<file path="src/rtl/axis_pkt_framer.sv">
// axis_pkt_framer: cuts an untagged AXI-Stream byte stream into packets.
// A packet closes after MAX_PKT_LEN bytes or after IDLE_TIMEOUT idle cycles
// with a byte held. A one-word hold register lets the closing byte be tagged
// with tlast without inserting a bubble.
// Build option: define AXIS_PKT_CHECKSUM_EN to append an XOR trailer beat
// (tlast=1) after the last payload byte of every packet.
module axis_pkt_framer #(
  parameter int unsigned DATA_WIDTH   = 8,
  parameter int unsigned MAX_PKT_LEN  = 16,
  parameter int unsigned IDLE_TIMEOUT = 8
) (
  input  logic                  clk,
  input  logic                  rst_n,
  input  logic [DATA_WIDTH-1:0] s_axis_tdata,
  input  logic                  s_axis_tvalid,
  output logic                  s_axis_tready,
  input  logic                  s_axis_tlast,
  output logic [DATA_WIDTH-1:0] m_axis_tdata,
  output logic                  m_axis_tvalid,
  input  logic                  m_axis_tready,
  output logic                  m_axis_tlast,
  output logic                  pkt_done
);

  localparam int unsigned       CNT_W    = (MAX_PKT_LEN > 1) ? $clog2(MAX_PKT_LEN) : 1;
  localparam int unsigned       IDLE_W   = $clog2(IDLE_TIMEOUT + 1);
  localparam logic [CNT_W-1:0]  CNT_LAST = CNT_W'(MAX_PKT_LEN - 1);
  localparam logic [IDLE_W-1:0] IDLE_MAX = IDLE_W'(IDLE_TIMEOUT);

  logic [DATA_WIDTH-1:0] hold_q, hold_d;
  logic                  hold_valid_q, hold_valid_d;
  logic [CNT_W-1:0]      pkt_cnt_q, pkt_cnt_d;
  logic [IDLE_W-1:0]     idle_cnt_q, idle_cnt_d;
  logic                  committed_q, committed_d;
  logic                  done_q, done_d;

  logic                  force_last;
  logic                  trailer;
  logic                  close_tag;
  logic [DATA_WIDTH-1:0] trl_data;
  logic                  out_valid, out_last, out_hs, payload_hs;
  logic                  in_ready, in_hs;
  logic [DATA_WIDTH-1:0] out_data;
  logic                  unused_tlast;

  // Input stream is untagged; its tlast carries no information.
  assign unused_tlast = s_axis_tlast;

  assign force_last = (pkt_cnt_q == CNT_LAST) | (idle_cnt_q == IDLE_MAX);

`ifdef AXIS_PKT_CHECKSUM_EN
  typedef enum logic {ST_PAYLOAD, ST_TRAILER} state_t;
  state_t                state_q, state_d;
  logic [DATA_WIDTH-1:0] xor_q, xor_d;

  assign trailer   = (state_q == ST_TRAILER);
  assign trl_data  = xor_q;
  // The closing payload byte is untagged; the trailer beat carries tlast.
  assign close_tag = 1'b0;

  // Checksum accumulation and payload/trailer sequencing
  always_comb begin
    state_d = state_q;
    xor_d   = xor_q;
    if (payload_hs) begin
      xor_d = xor_q ^ hold_q;
      if (force_last) state_d = ST_TRAILER;
    end else if (trailer && out_hs) begin
      xor_d   = '0;
      state_d = ST_PAYLOAD;
    end
  end

  // Checksum FSM registers
  always_ff @(posedge clk or negedge rst_n) begin
    if (!rst_n) begin
      state_q <= ST_PAYLOAD;
      xor_q   <= '0;
    end else begin
      state_q <= state_d;
      xor_q   <= xor_d;
    end
  end
`else
  assign trailer   = 1'b0;
  assign trl_data  = '0;
  assign close_tag = force_last;
`endif

  // Output beat selection and both handshakes
  always_comb begin
    if (trailer) begin
      out_valid = 1'b1;
      out_data  = trl_data;
      out_last  = 1'b1;
    end else begin
      // Once offered (committed), valid must persist until the handshake.
      out_valid = hold_valid_q & (committed_q | s_axis_tvalid | force_last);
      out_data  = hold_q;
      out_last  = close_tag;
    end
    out_hs     = out_valid & m_axis_tready;
    payload_hs = out_hs & ~trailer;
    // A payload handshake frees the hold in the same cycle, giving full rate.
    in_ready   = ~hold_valid_q | payload_hs;
    in_hs      = s_axis_tvalid & in_ready;
  end

  // Next-state for hold register, counters and done pulse
  always_comb begin
    hold_d       = hold_q;
    hold_valid_d = hold_valid_q;
    if (in_hs) begin
      hold_d       = s_axis_tdata;
      hold_valid_d = 1'b1;
    end else if (payload_hs) begin
      hold_valid_d = 1'b0;
    end

    committed_d = out_valid & ~m_axis_tready;

    idle_cnt_d = idle_cnt_q;
    if (in_hs || out_hs) begin
      idle_cnt_d = '0;
    end else if (hold_valid_q && !s_axis_tvalid && !committed_q && (idle_cnt_q != IDLE_MAX)) begin
      idle_cnt_d = idle_cnt_q + IDLE_W'(1);
    end

    pkt_cnt_d = pkt_cnt_q;
    if (payload_hs) pkt_cnt_d = force_last ? '0 : pkt_cnt_q + CNT_W'(1);

    done_d = out_hs & out_last;
  end

  // State registers
  always_ff @(posedge clk or negedge rst_n) begin
    if (!rst_n) begin
      hold_q       <= '0;
      hold_valid_q <= 1'b0;
      pkt_cnt_q    <= '0;
      idle_cnt_q   <= '0;
      committed_q  <= 1'b0;
      done_q       <= 1'b0;
    end else begin
      hold_q       <= hold_d;
      hold_valid_q <= hold_valid_d;
      pkt_cnt_q    <= pkt_cnt_d;
      idle_cnt_q   <= idle_cnt_d;
      committed_q  <= committed_d;
      done_q       <= done_d;
    end
  end

  assign m_axis_tvalid = out_valid;
  assign m_axis_tdata  = out_data;
  assign m_axis_tlast  = out_last;
  assign s_axis_tready = in_ready;
  assign pkt_done      = done_q;

endmodule

</file>
<file path="config.mk">
export PLATFORM = sky130hd
export DESIGN_NAME = axis_pkt_framer
export DESIGN_NICKNAME = d
export VERILOG_FILES = /design/src/rtl/axis_pkt_framer.sv
export SDC_FILE = /design/constraint.sdc
export NUM_CORES = 1
export LEC_CHECK = 0
export BUFFER_PORTS_ARGS = -buffer_cell sky130_fd_sc_hd__buf_2
export CAP_MARGIN = 20
export CORE_ASPECT_RATIO = 1.5
export CORE_UTILIZATION = 40
export DETAILED_ROUTE_END_ITERATION = 8
export SYNTH_ARGS = -nofsm -noshare
export SYNTH_HDL_FRONTEND = slang
export SYNTH_SLANG_ARGS = --single-unit
</file>
<file path="constraint.sdc">
create_clock -name clk -period 2.5 [get_ports clk]
set_input_delay 0.125 -clock clk [delete_from_list [all_inputs] [get_ports clk]]
set_output_delay 0.125 -clock clk [all_outputs]
set_load 0.01 [all_outputs]
</file>
==> results_dict.tcl <==
set metrics [dict create \
    status "finished, final reports clean" \
    worst_setup_path_start_kind "flop" \
    port_buffers 23 \
    synth_cell_types 32 \
    cp_cell_sequence "inv_1, ha_1, nand3b_1, and3_1, o21ai_0, buf_2" \
    crit_end "s_axis_tready" \
    cp.required_ns 2.38 \
    final_util_pct 51.9 \
    avgSynthCellArea_um2 11.1 \
    synth_area_leader_cell "dfrtp_1" \
    hold_violations 0 \
    max_freq_mhz 520 \
    cap_violations 0 \
    path_class "flop to output port" \
    firstDrtPassIters 4 \
    clk_pin_slew_ns 0.11 \
    cts_buffer_depth 2 \
    fin_crit_ns 1.92 \
    synthCells 83 \
    initial_core_util_pct 43.7 \
    num_antenna_cells 0 \
    tightestPinTransition_ns 0.432 \
    nNetsFinal 126 \
    clock_latency_ns 0.30 \
    grt_usage_pct 19.3 \
    placed_cell_area_um2 1050 \
    gp_congestion 0.730 \
    critical_path.max_stage_delay_ns 0.43 \
    yosysTopAreaCellShare_pct 51.7 \
    std_cell_rows 20 \
    dp_hpwl_um 1310 \
    cts_setup_buffers 0 \
    peakVddDrop_mv 0.441 \
    grt_start_max_net_pins 20 \
    timing.rr.end "idle_cnt_q[2]" \
    power_density_nw_per_um2 774 \
    synth.cell_area_um2 920 \
    cp.depth 6 \
    path_max_fanout 9 \
    dieArea_um2 2500 \
    slew_violations 0 \
    fp.dieH_um 60.7 \
    root_buffer "clkbuf_4" \
    grt_overflow 0 \
    design_area_um2 1090 \
    ys_warn_count 0 \
    synth.area.top_cells "dfrtp_1, mux2_2, ha_1" \
    area_growth_pct 18.6 \
    rsz0062_at_grt "no" \
    grt_antenna_before_repair 0 \
    cts_tree "built" \
    r2r_start "idle_cnt_q[0]" \
    vias 747 \
    crit_slowest_cell "dfrtp_1" \
    clock_skew_ns 0.00429 \
    critPathTopFamily "simple AND/OR/NAND/NOR gates" \
    grt_pass1_wl_um 3180 \
    die_w_um 41.2 \
    routedWlPerCell_um 13.6 \
    core_um2 2100 \
    drt_iter0_drc 22 \
    cts_made_buffers 3 \
    ff2ff_path_depth 5 \
    max-slew-margin-rel_pct 71.2 \
    setup_violations 0 \
    synth_nets 99 \
    via_per_inst 5.70 \
    hold_class "input port to flop" \
    crit_arrival_ns 1.80 \
    crit_start "idle_cnt_q[0]" \
    multi_input_area_um2 413 \
    place_inst 126 \
    finalWirelength_um 1780 \
    clkSinkCount 19 \
    seqCellArea_um2 475 \
    r2r_setup_slack_ns 0.86 \
    fillers 201 \
    drive_gt1_share_pct 34.9 \
    ys_seq_area_share_pct 51.7 \
    fin_tns_setup_ns 0 \
    cts_resized 0 \
    p_leak_nw 0.522 \
    cts.htree.levels 1 \
    io_pins 25 \
    worstHoldPathCells 2 \
    grt_pass1_vias 747 \
    crit_path_end_kind "output port" \
    drc 0 \
    worst-path-buf-inv 2 \
    period_share_pct 76.9 \
    synth-seq-cells 19 \
    ant_nets 0 \
    cts_hold_buf 1 \
    layout.cells.non_filler 131 \
]
[cells by family after synthesis]
group	after synthesis	share of synthesized area (%)
muxes	9	11.0
and+or+nand+nor	23	15.6
DFF	19	51.7
buffers and inverters	8	3.40
AOI/OAI and AO/OA	21	14.2
adders and majority gates	3	4.08
[cell usage after synthesis]
library cell and n:
and3_1 2, or3_1 1, a21oi_1 6, nor2b_1 1, a32oi_1 1, nand2_1 3, or3b_4 1, o21ai_0 5
ha_1 3, clkbuf_1 1, a31oi_1 1, and3b_1 1, o22ai_1 1, nor2_1 2, or4_1 2, nor4_1 1
or2b_1 1, a22o_1 1, dfrtp_1 19, nand3_1 4, o31ai_1 2, o21ai_1 1, inv_1 6, or4b_1 1
mux2_2 9, a31o_2 1, nor3b_1 1, a21o_1 1, nand2b_1 1, o2111ai_1 1, nand3b_1 1, buf_2 1
[sequential cells by signal (all words and copies together), names as in the netlist]
register,cells
m_axis_tdata,8
idle_cnt_q,4
pkt_cnt_q,4
pkt_done,1
committed_q,1
hold_valid_q,1
[worst min path at each step]
stage	from	endpoint	slack, ns
6_report	s_axis_tdata[2]	m_axis_tdata[2]	0.04
4_1_cts	s_axis_tdata[4]	m_axis_tdata[4]	0.04
2_1_floorplan	rst_n	committed_q	-0.17
3_5_place_dp	rst_n	idle_cnt_q[2]	0.09
3_3_place_gp	rst_n	idle_cnt_q[2]	0.09
5_1_grt	s_axis_tdata[6]	m_axis_tdata[6]	0.03
[routing by layer]
metal	vias up	global-route usage [%]	wire length, um
met1	357	23.2	747
met2	27	31.0	899
met3	4	3.30	97
met4	0	11.1	38
met5	-	0	0
li1	359	-	-
[where the power goes]
part | total (mW) | internal, mW | switching (mW)
Combinational | 0.243 | 0.125 | 0.118
Clock | 0.155 | 0.0597 | 0.0956
Sequential | 0.446 | 0.382 | 0.0640
[layout make-up]
class | instances | share of cell area, %
Sequential cell | 19 | 43.6
Inverter | 6 | 2.06
Clock buffer | 3 | 2.06
Multi-Input combinational cell | 56 | 37.8
Timing Repair Buffer | 24 | 11.5
Clock inverter | 1 | 0.459
Tap cell | 22 | 2.52
[metrics by stage]
stage,total power [mW],hold WS (ns),setup slack [ns]
global placement,0.686,0.0887,0.905
floorplan,0.607,-0.171,0.942
finish,0.844,0.0446,0.578
global route,0.916,0.0280,0.427
CTS,0.858,0.0358,0.562
detailed placement,0.697,0.0914,0.893
[cell usage in the layout (no fill, tap or decap), types with 2 or more instances in the layout]
cell type | Yosys | layout
a21oi_1 | 6 | 6
and3_1 | 2 | 2
buf_2 | 1 | 23
clkbuf_4 | 0 | 3
dfrtp_1 | 19 | 19
ha_1 | 3 | 3
inv_1 | 6 | 6
mux2_2 | 9 | 9
nand2_1 | 3 | 3
nand3_1 | 4 | 4
nor2_1 | 2 | 2
o21ai_0 | 5 | 5
o31ai_1 | 2 | 2
or4_1 | 2 | 2
Power figures use the tool's default switching activity.
